`src/rtl/des_cbc_ctrl_pkg.sv`:
```
// Shared definitions for the DES CBC chaining front-end: block width and controller states.
package des_cbc_ctrl_pkg;

   localparam int unsigned DES_BLK_W = 64;

   typedef enum logic [2:0] {
      ST_IDLE,
      ST_KEY,
      ST_KWAIT,
      ST_ISSUE,
      ST_RUN
   } state_t;

endpackage

```
`src/rtl/des_cbc_ctrl_wdt.sv`:
```
// Watchdog for the RUN state: loaded on clr, counts down while en, expire pulses on the
// WDT_CYC-th enabled cycle without a fresh clr.
module des_cbc_wdt #(
   parameter int unsigned WDT_CYC = 32
) (
   input  logic clk,
   input  logic rst_n,
   input  logic i_clr,
   input  logic i_en,
   output logic o_expire
);

   localparam int unsigned CW = $clog2(WDT_CYC + 1);

   logic [CW-1:0] r_cnt;

   always_ff @(posedge clk or negedge rst_n) begin
      if (!rst_n) begin
         r_cnt <= '0;
      end else if (i_clr) begin
         r_cnt <= CW'(WDT_CYC - 1);
      end else if (i_en && (r_cnt != '0)) begin
         r_cnt <= r_cnt - 1'b1;
      end
   end

   assign o_expire = i_en && (r_cnt == '0);

endmodule

```
`src/rtl/des_cbc_ctrl.sv`:
```
// CBC chaining controller in front of a single-block DES core: pre/post XOR with the chain
// register and Krdy/Drdy/Dvld sequencing. Optional CBC-MAC mode under `DES_CBC_MAC_EN.
module des_cbc_ctrl
   import des_cbc_ctrl_pkg::*;
#(
   parameter int unsigned BLK_W   = DES_BLK_W,
   parameter int unsigned WDT_CYC = 32
) (
   input  logic             CLK,
   input  logic             RSTn,
   input  logic [BLK_W-1:0] key_in,
   input  logic             krdy_in,
   input  logic [BLK_W-1:0] iv_in,
   input  logic             iv_ld,
   input  logic             enc_mode,
   input  logic [BLK_W-1:0] data_in,
   input  logic             data_vld,
`ifdef DES_CBC_MAC_EN
   input  logic             mac_mode,
   input  logic             data_last,
`endif
   output logic             data_rdy,
   output logic [BLK_W-1:0] data_out,
   output logic             out_vld,
   output logic             key_ok,
   output logic             err,
   output logic [BLK_W-1:0] core_din,
   output logic [BLK_W-1:0] core_key,
   output logic             core_drdy,
   output logic             core_krdy,
   output logic             core_enc,
   output logic             core_en,
   input  logic [BLK_W-1:0] core_dout,
   input  logic             core_dvld,
   input  logic             core_kvld,
   input  logic             core_bsy
);

   state_t           r_state, w_nxt;
   logic [BLK_W-1:0] r_chain, r_ct_hold, r_data_out, r_core_din, r_core_key;
   logic             r_out_vld, r_err, r_key_ok, r_enc, r_core_en;
   logic             w_idle, w_accept, w_done, w_abort, w_expire, w_enc, w_out_en;
   logic             w_wdt_clr, w_wdt_en, w_unused_bsy;
   logic [BLK_W-1:0] w_chain, w_chain_nxt;

   assign w_unused_bsy = core_bsy;
   assign w_idle       = (r_state == ST_IDLE);
   assign data_rdy     = w_idle & r_key_ok & ~krdy_in;
   assign w_accept     = data_rdy & data_vld;
   // an IV loaded alongside an accepted block must already seed that block
   assign w_chain      = iv_ld ? iv_in : r_chain;
   assign w_wdt_clr    = (r_state == ST_ISSUE);
   assign w_wdt_en     = (r_state == ST_RUN);

`ifdef DES_CBC_MAC_EN
   logic r_mac, r_last;

   always_ff @(posedge CLK or negedge RSTn) begin
      if (!RSTn) begin
         r_mac  <= 1'b0;
         r_last <= 1'b0;
      end else if (w_accept) begin
         r_mac  <= mac_mode;
         r_last <= data_last;
      end
   end

   assign w_enc       = enc_mode | mac_mode;
   assign w_out_en    = ~r_mac | r_last;
   assign w_chain_nxt = r_mac ? (r_last ? '0 : core_dout) : (r_enc ? core_dout : r_ct_hold);
`else
   assign w_enc       = enc_mode;
   assign w_out_en    = 1'b1;
   assign w_chain_nxt = r_enc ? core_dout : r_ct_hold;
`endif

   des_cbc_wdt #(.WDT_CYC(WDT_CYC)) u_wdt (
      .clk      (CLK),
      .rst_n    (RSTn),
      .i_clr    (w_wdt_clr),
      .i_en     (w_wdt_en),
      .o_expire (w_expire)
   );

   always_ff @(posedge CLK or negedge RSTn) begin
      if (!RSTn) r_state <= ST_IDLE;
      else       r_state <= w_nxt;
   end

   always_comb begin
      w_nxt     = r_state;
      w_done    = 1'b0;
      w_abort   = 1'b0;
      core_drdy = 1'b0;
      core_krdy = 1'b0;
      case (r_state)
         ST_IDLE: begin
            if (krdy_in)       w_nxt = ST_KEY;
            else if (w_accept) w_nxt = ST_ISSUE;
         end
         ST_KEY: begin
            core_krdy = 1'b1;
            w_nxt     = ST_KWAIT;
         end
         ST_KWAIT: begin
            if (core_kvld) w_nxt = ST_IDLE;
         end
         ST_ISSUE: begin
            core_drdy = 1'b1;
            w_nxt     = ST_RUN;
         end
         ST_RUN: begin
            // a result on the final watchdog cycle still wins over the abort
            if (core_dvld) begin
               w_done = 1'b1;
               w_nxt  = ST_IDLE;
            end else if (w_expire) begin
               w_abort = 1'b1;
               w_nxt   = ST_IDLE;
            end
         end
         default: w_nxt = ST_IDLE;
      endcase
   end

   always_ff @(posedge CLK or negedge RSTn) begin
      if (!RSTn) begin
         r_chain    <= '0;
         r_ct_hold  <= '0;
         r_data_out <= '0;
         r_core_din <= '0;
         r_core_key <= '0;
         r_out_vld  <= 1'b0;
         r_err      <= 1'b0;
         r_key_ok   <= 1'b0;
         r_enc      <= 1'b1;
         r_core_en  <= 1'b0;
      end else begin
         r_core_en <= 1'b1;
         r_out_vld <= 1'b0;
         r_err     <= 1'b0;
         if (w_idle && iv_ld) r_chain <= iv_in;
         if (w_idle && krdy_in) begin
            r_core_key <= key_in;
            r_key_ok   <= 1'b0;
         end
         if ((r_state == ST_KWAIT) && core_kvld) r_key_ok <= 1'b1;
         if (w_accept) begin
            r_enc      <= w_enc;
            r_core_din <= w_enc ? (data_in ^ w_chain) : data_in;
            r_ct_hold  <= data_in;
         end
         if (w_done) begin
            r_chain <= w_chain_nxt;
            if (w_out_en) begin
               r_data_out <= r_enc ? core_dout : (core_dout ^ r_chain);
               r_out_vld  <= 1'b1;
            end
         end
         if (w_abort) r_err <= 1'b1;
      end
   end

   assign data_out = r_data_out;
   assign out_vld  = r_out_vld;
   assign key_ok   = r_key_ok;
   assign err      = r_err;
   assign core_din = r_core_din;
   assign core_key = r_core_key;
   assign core_enc = r_enc;
   assign core_en  = r_core_en;

endmodule

```
`config.mk`:
```
export PLATFORM = sky130hd
export DESIGN_NAME = des_cbc_ctrl
export DESIGN_NICKNAME = d
export VERILOG_FILES = /design/src/rtl/des_cbc_ctrl_pkg.sv /design/src/rtl/des_cbc_ctrl_wdt.sv /design/src/rtl/des_cbc_ctrl.sv
export SDC_FILE = /design/constraint.sdc
export NUM_CORES = 1
export LEC_CHECK = 0
export ABC_CLOCK_PERIOD_IN_PS = 4440
export CAP_MARGIN = 5
export CORE_ASPECT_RATIO = 1.5
export CORE_MARGIN = 2
export CORE_UTILIZATION = 44
export CTS_BUF_LIST = sky130_fd_sc_hd__clkbuf_8
export CTS_CLUSTER_DIAMETER = 50
export DETAILED_ROUTE_END_ITERATION = 7
export GPL_ROUTABILITY_DRIVEN = 0
export PLACE_DENSITY_LB_ADDON = 0.15
export SETUP_SLACK_MARGIN = 0.1
export SLEW_MARGIN = 5
export SYNTH_ARGS = -nofsm -noshare
export SYNTH_HDL_FRONTEND = slang
export SYNTH_SLANG_ARGS = --single-unit
```
`constraint.sdc`:
```
create_clock -name CLK -period 4.44 [get_ports CLK]
set_input_delay 1.332 -clock CLK [delete_from_list [all_inputs] [get_ports CLK]]
set_output_delay 1.332 -clock CLK [all_outputs]
set_load 0.01 [all_outputs]
```
==> results.cfg <==
[yosys]
async_flop_share_pct = 100
ys_ff_latch = 334
synth_cells = 1337
avgSynthCellArea_um2 = 12.5
synth_seq_area_share_pct = 50.0
synth_area_leaders = dfrtp_1 (50%), mux2_2 (19%), mux2i_1 (4.1%), o311a_1 (3.5%), xnor2_1 (3.4%)
synth_ff_type = dfrtp_1
yosysTopAreaCellShare_pct = 49.8
syn_area_um2 = 16700
synth_edf_count = 0
synth_top_cell_by_area = dfrtp_1
synth_nets = 1604
yosysUniqueCellTypes = 44
synth_most_common_cell = dfrtp_1
ys_top_cells_by_count = dfrtp_1 (333), mux2_2 (287), a21oi_1 (74)
yosys_warnings = 0

[clocking]
cts-htree-levels = 2
cts_buffer_depth = 3
cts_made_buffers = 52
clock-sinks = 334
clock_latency_ns = 0.59
hold_buffers = 0
root_buffer = clkbuf_8
cts_setup_buffers = 0
ctsResizeCount = 0
clk_pin_slew_ns = 0.06
cts_tree = built

[routing]
wl_per_cell_um = 21.2
drtIter0Drc = 538
drc = 0
viasPerCell = 5.44
drt_wl_total_um = 49100
final_antenna_net_count = 0
firstDrtPassIters = 4
routed-via-count = 12600

[finish]
fillers = 3100
layout.nets = 2043
area_growth_pct = 36.3
design_area_um2 = 22800
layout-drive-gt1-share_pct = 23.4
multi_input_area_um2 = 7800
seqCellArea_um2 = 8360

[worst_setup_path]
critical_path_class = in2out
crit_required_ns = 3.11
start_kind = input port
cp_max_fo = 5
worstSetupEndpointType = output port
crit_arrival_ns = 2.82

[placement]
dp_hpwl_um = 33300
portBuffers = 463
place_area_um2 = 21700
pre_cts_slack_ns = 0.226

[sta]
period_share_pct = 93.6
clock_skew_ns = 0.0186
tightest_slew_ns = 0.993
slew_headroom_pct = 33.8
worst_hold_slack_ns = 0.488
rsz0062_at_grt = false
hold_violations = 0
fin_tns_setup_ns = 0
finalMaxSlewViolations = 0
fin_ws_ns = 0.284
min_period_ns = 4.16
finalSetupViolations = 0
max_freq_ghz = 0.241

[floorplanning]
boundaryPins = 465
start_util_pct = 44.5
die_x_um = 163
rows = 87
die_area_um2 = 39600
core_um2 = 37600
die_h_um = 243

[global_routing]
grt_pass1_wl_um = 75200
grt_max_degree = 99
grt_antenna_before_repair = 11
grt_overflow = 0
grt_usage_pct = 24.3
grt_pass1_vias = 13200

[power_and_ir_drop]
p_sw_share_pct = 33.8
seq_power_share_pct = 36.7
power.density_nw_per_um2 = 666
p_int_w = 0.0101
power.switching_w = 0.00513
power.combinational.fraction_pct = 46.2
ir_worst_vdd_mv = 0.595
cellLeakagePower_nw = 9.33
pwr-share-clk_pct = 17.1

[run_status]
status = completed

[min_path]
hold_path.class = reg2reg

[flow_run]
maxCapViolations = 0
-- final timing paths --
kind / startpoint / endpoint / slack [ns] / cells past startpoint
setup / recovery: krdy_in / data_rdy / 0.28 / 4
hold / removal: r_ct_hold[58] / r_ct_hold[58] / 0.49 / 1
setup reg to reg: r_state[0] / r_ct_hold[5] / 1.29 / 5
hold reg to reg: r_ct_hold[58] / r_ct_hold[58] / 0.49 / 1
max in group asynchronous: RSTn / data_out[11] / 2.73 / 2
min in group asynchronous: RSTn / data_out[22] / 0.75 / 1
-- worst max-delay path, cell delays in order --
cell,delay [ns]
clkdlybuf4s50_1,0.52
nor4_4,0.19
and2_1,0.20
clkdlybuf4s50_1,0.57
-- cell type report --
cell class                      count  share of cell area (%)
Antenna cell                       11                   0.121
Sequential cell                   334                    36.7
Timing Repair Buffer              488                    21.7
Tap cell                          489                    2.68
Inverter                            5                  0.0933
Clock inverter                     23                   0.412
Multi-Input combinational cell    895                    34.2
Clock buffer                       68                    4.10
-- routing by layer --
metal	vias to the layer above	track usage [%]	share of wire [%]
li1	5774	-	-
met1	6263	27.9	38
met2	437	41.9	51
met3	101	7.14	7.6
met4	0	10.4	3.6
met5	-	0	0
-- cells in the final DEF (no fill, tap or decap), types with 2 or more instances in the layout --
master / synthesis / final
clkdlybuf4s50_1: 0 / 461
dfrtp_1: 333 / 333
mux2_2: 287 / 287
a21oi_1: 74 / 74
nor2_1: 70 / 70
mux2i_1: 68 / 68
clkbuf_8: 0 / 68
o21ai_0: 67 / 67
nor2b_1: 65 / 65
xnor2_1: 64 / 64
a2bb2oi_1: 59 / 59
o311a_1: 58 / 58
mux2_4: 27 / 27
inv_1: 5 / 21
buf_4: 9 / 16
diode_2: 0 / 11
buf_12: 0 / 10
a31oi_1: 8 / 8
nand2_1: 7 / 7
mux2_1: 7 / 7
or3_1: 6 / 6
clkinv_2: 0 / 6
nor3_1: 2 / 2
and2_4: 0 / 2
o221ai_1: 2 / 2
ha_1: 2 / 2
-- cells by family after synthesis --
kind of cell | share of synthesized area (%)
compound gates | 11.4
xor+xnor | 3.35
fa+ha+maj | 0.150
buf+inv | 3.50
flops | 50.0
mux | 26.3
other cells | 0.0224
simple gates | 5.27
-- power by group through the flow --
stage               registers [W]  logic, W  clock network (W)
global route              0.00577   0.00756            0.00281
CTS                       0.00558   0.00710            0.00269
floorplan                 0.00576   0.00370                  0
finish                    0.00558   0.00702            0.00260
global placement          0.00555   0.00695                  0
detailed placement        0.00561   0.00708                  0
-- metrics by stage --
step	util, %	total power [W]	std cells
after floorplan	-	0.00946	1337
after CTS	60.6	0.0154	2302
after global routing	60.7	0.0161	2313
after global placement	57.9	0.0125	2211
final	60.7	0.0152	2313
after detailed placement	57.9	0.0127	2211
-- sequential cells by signal, summed over array words and instances, names as in the netlist --
signal / flops
core_key: 64
data_out: 64
r_state: 3
out_vld: 1
err: 1
u_wdt.r_cnt: 6
core_en: 1
r_chain: 64
core_din: 64
key_ok: 1
core_enc: 1
r_ct_hold: 64
(Power assumes the default switching activity.)
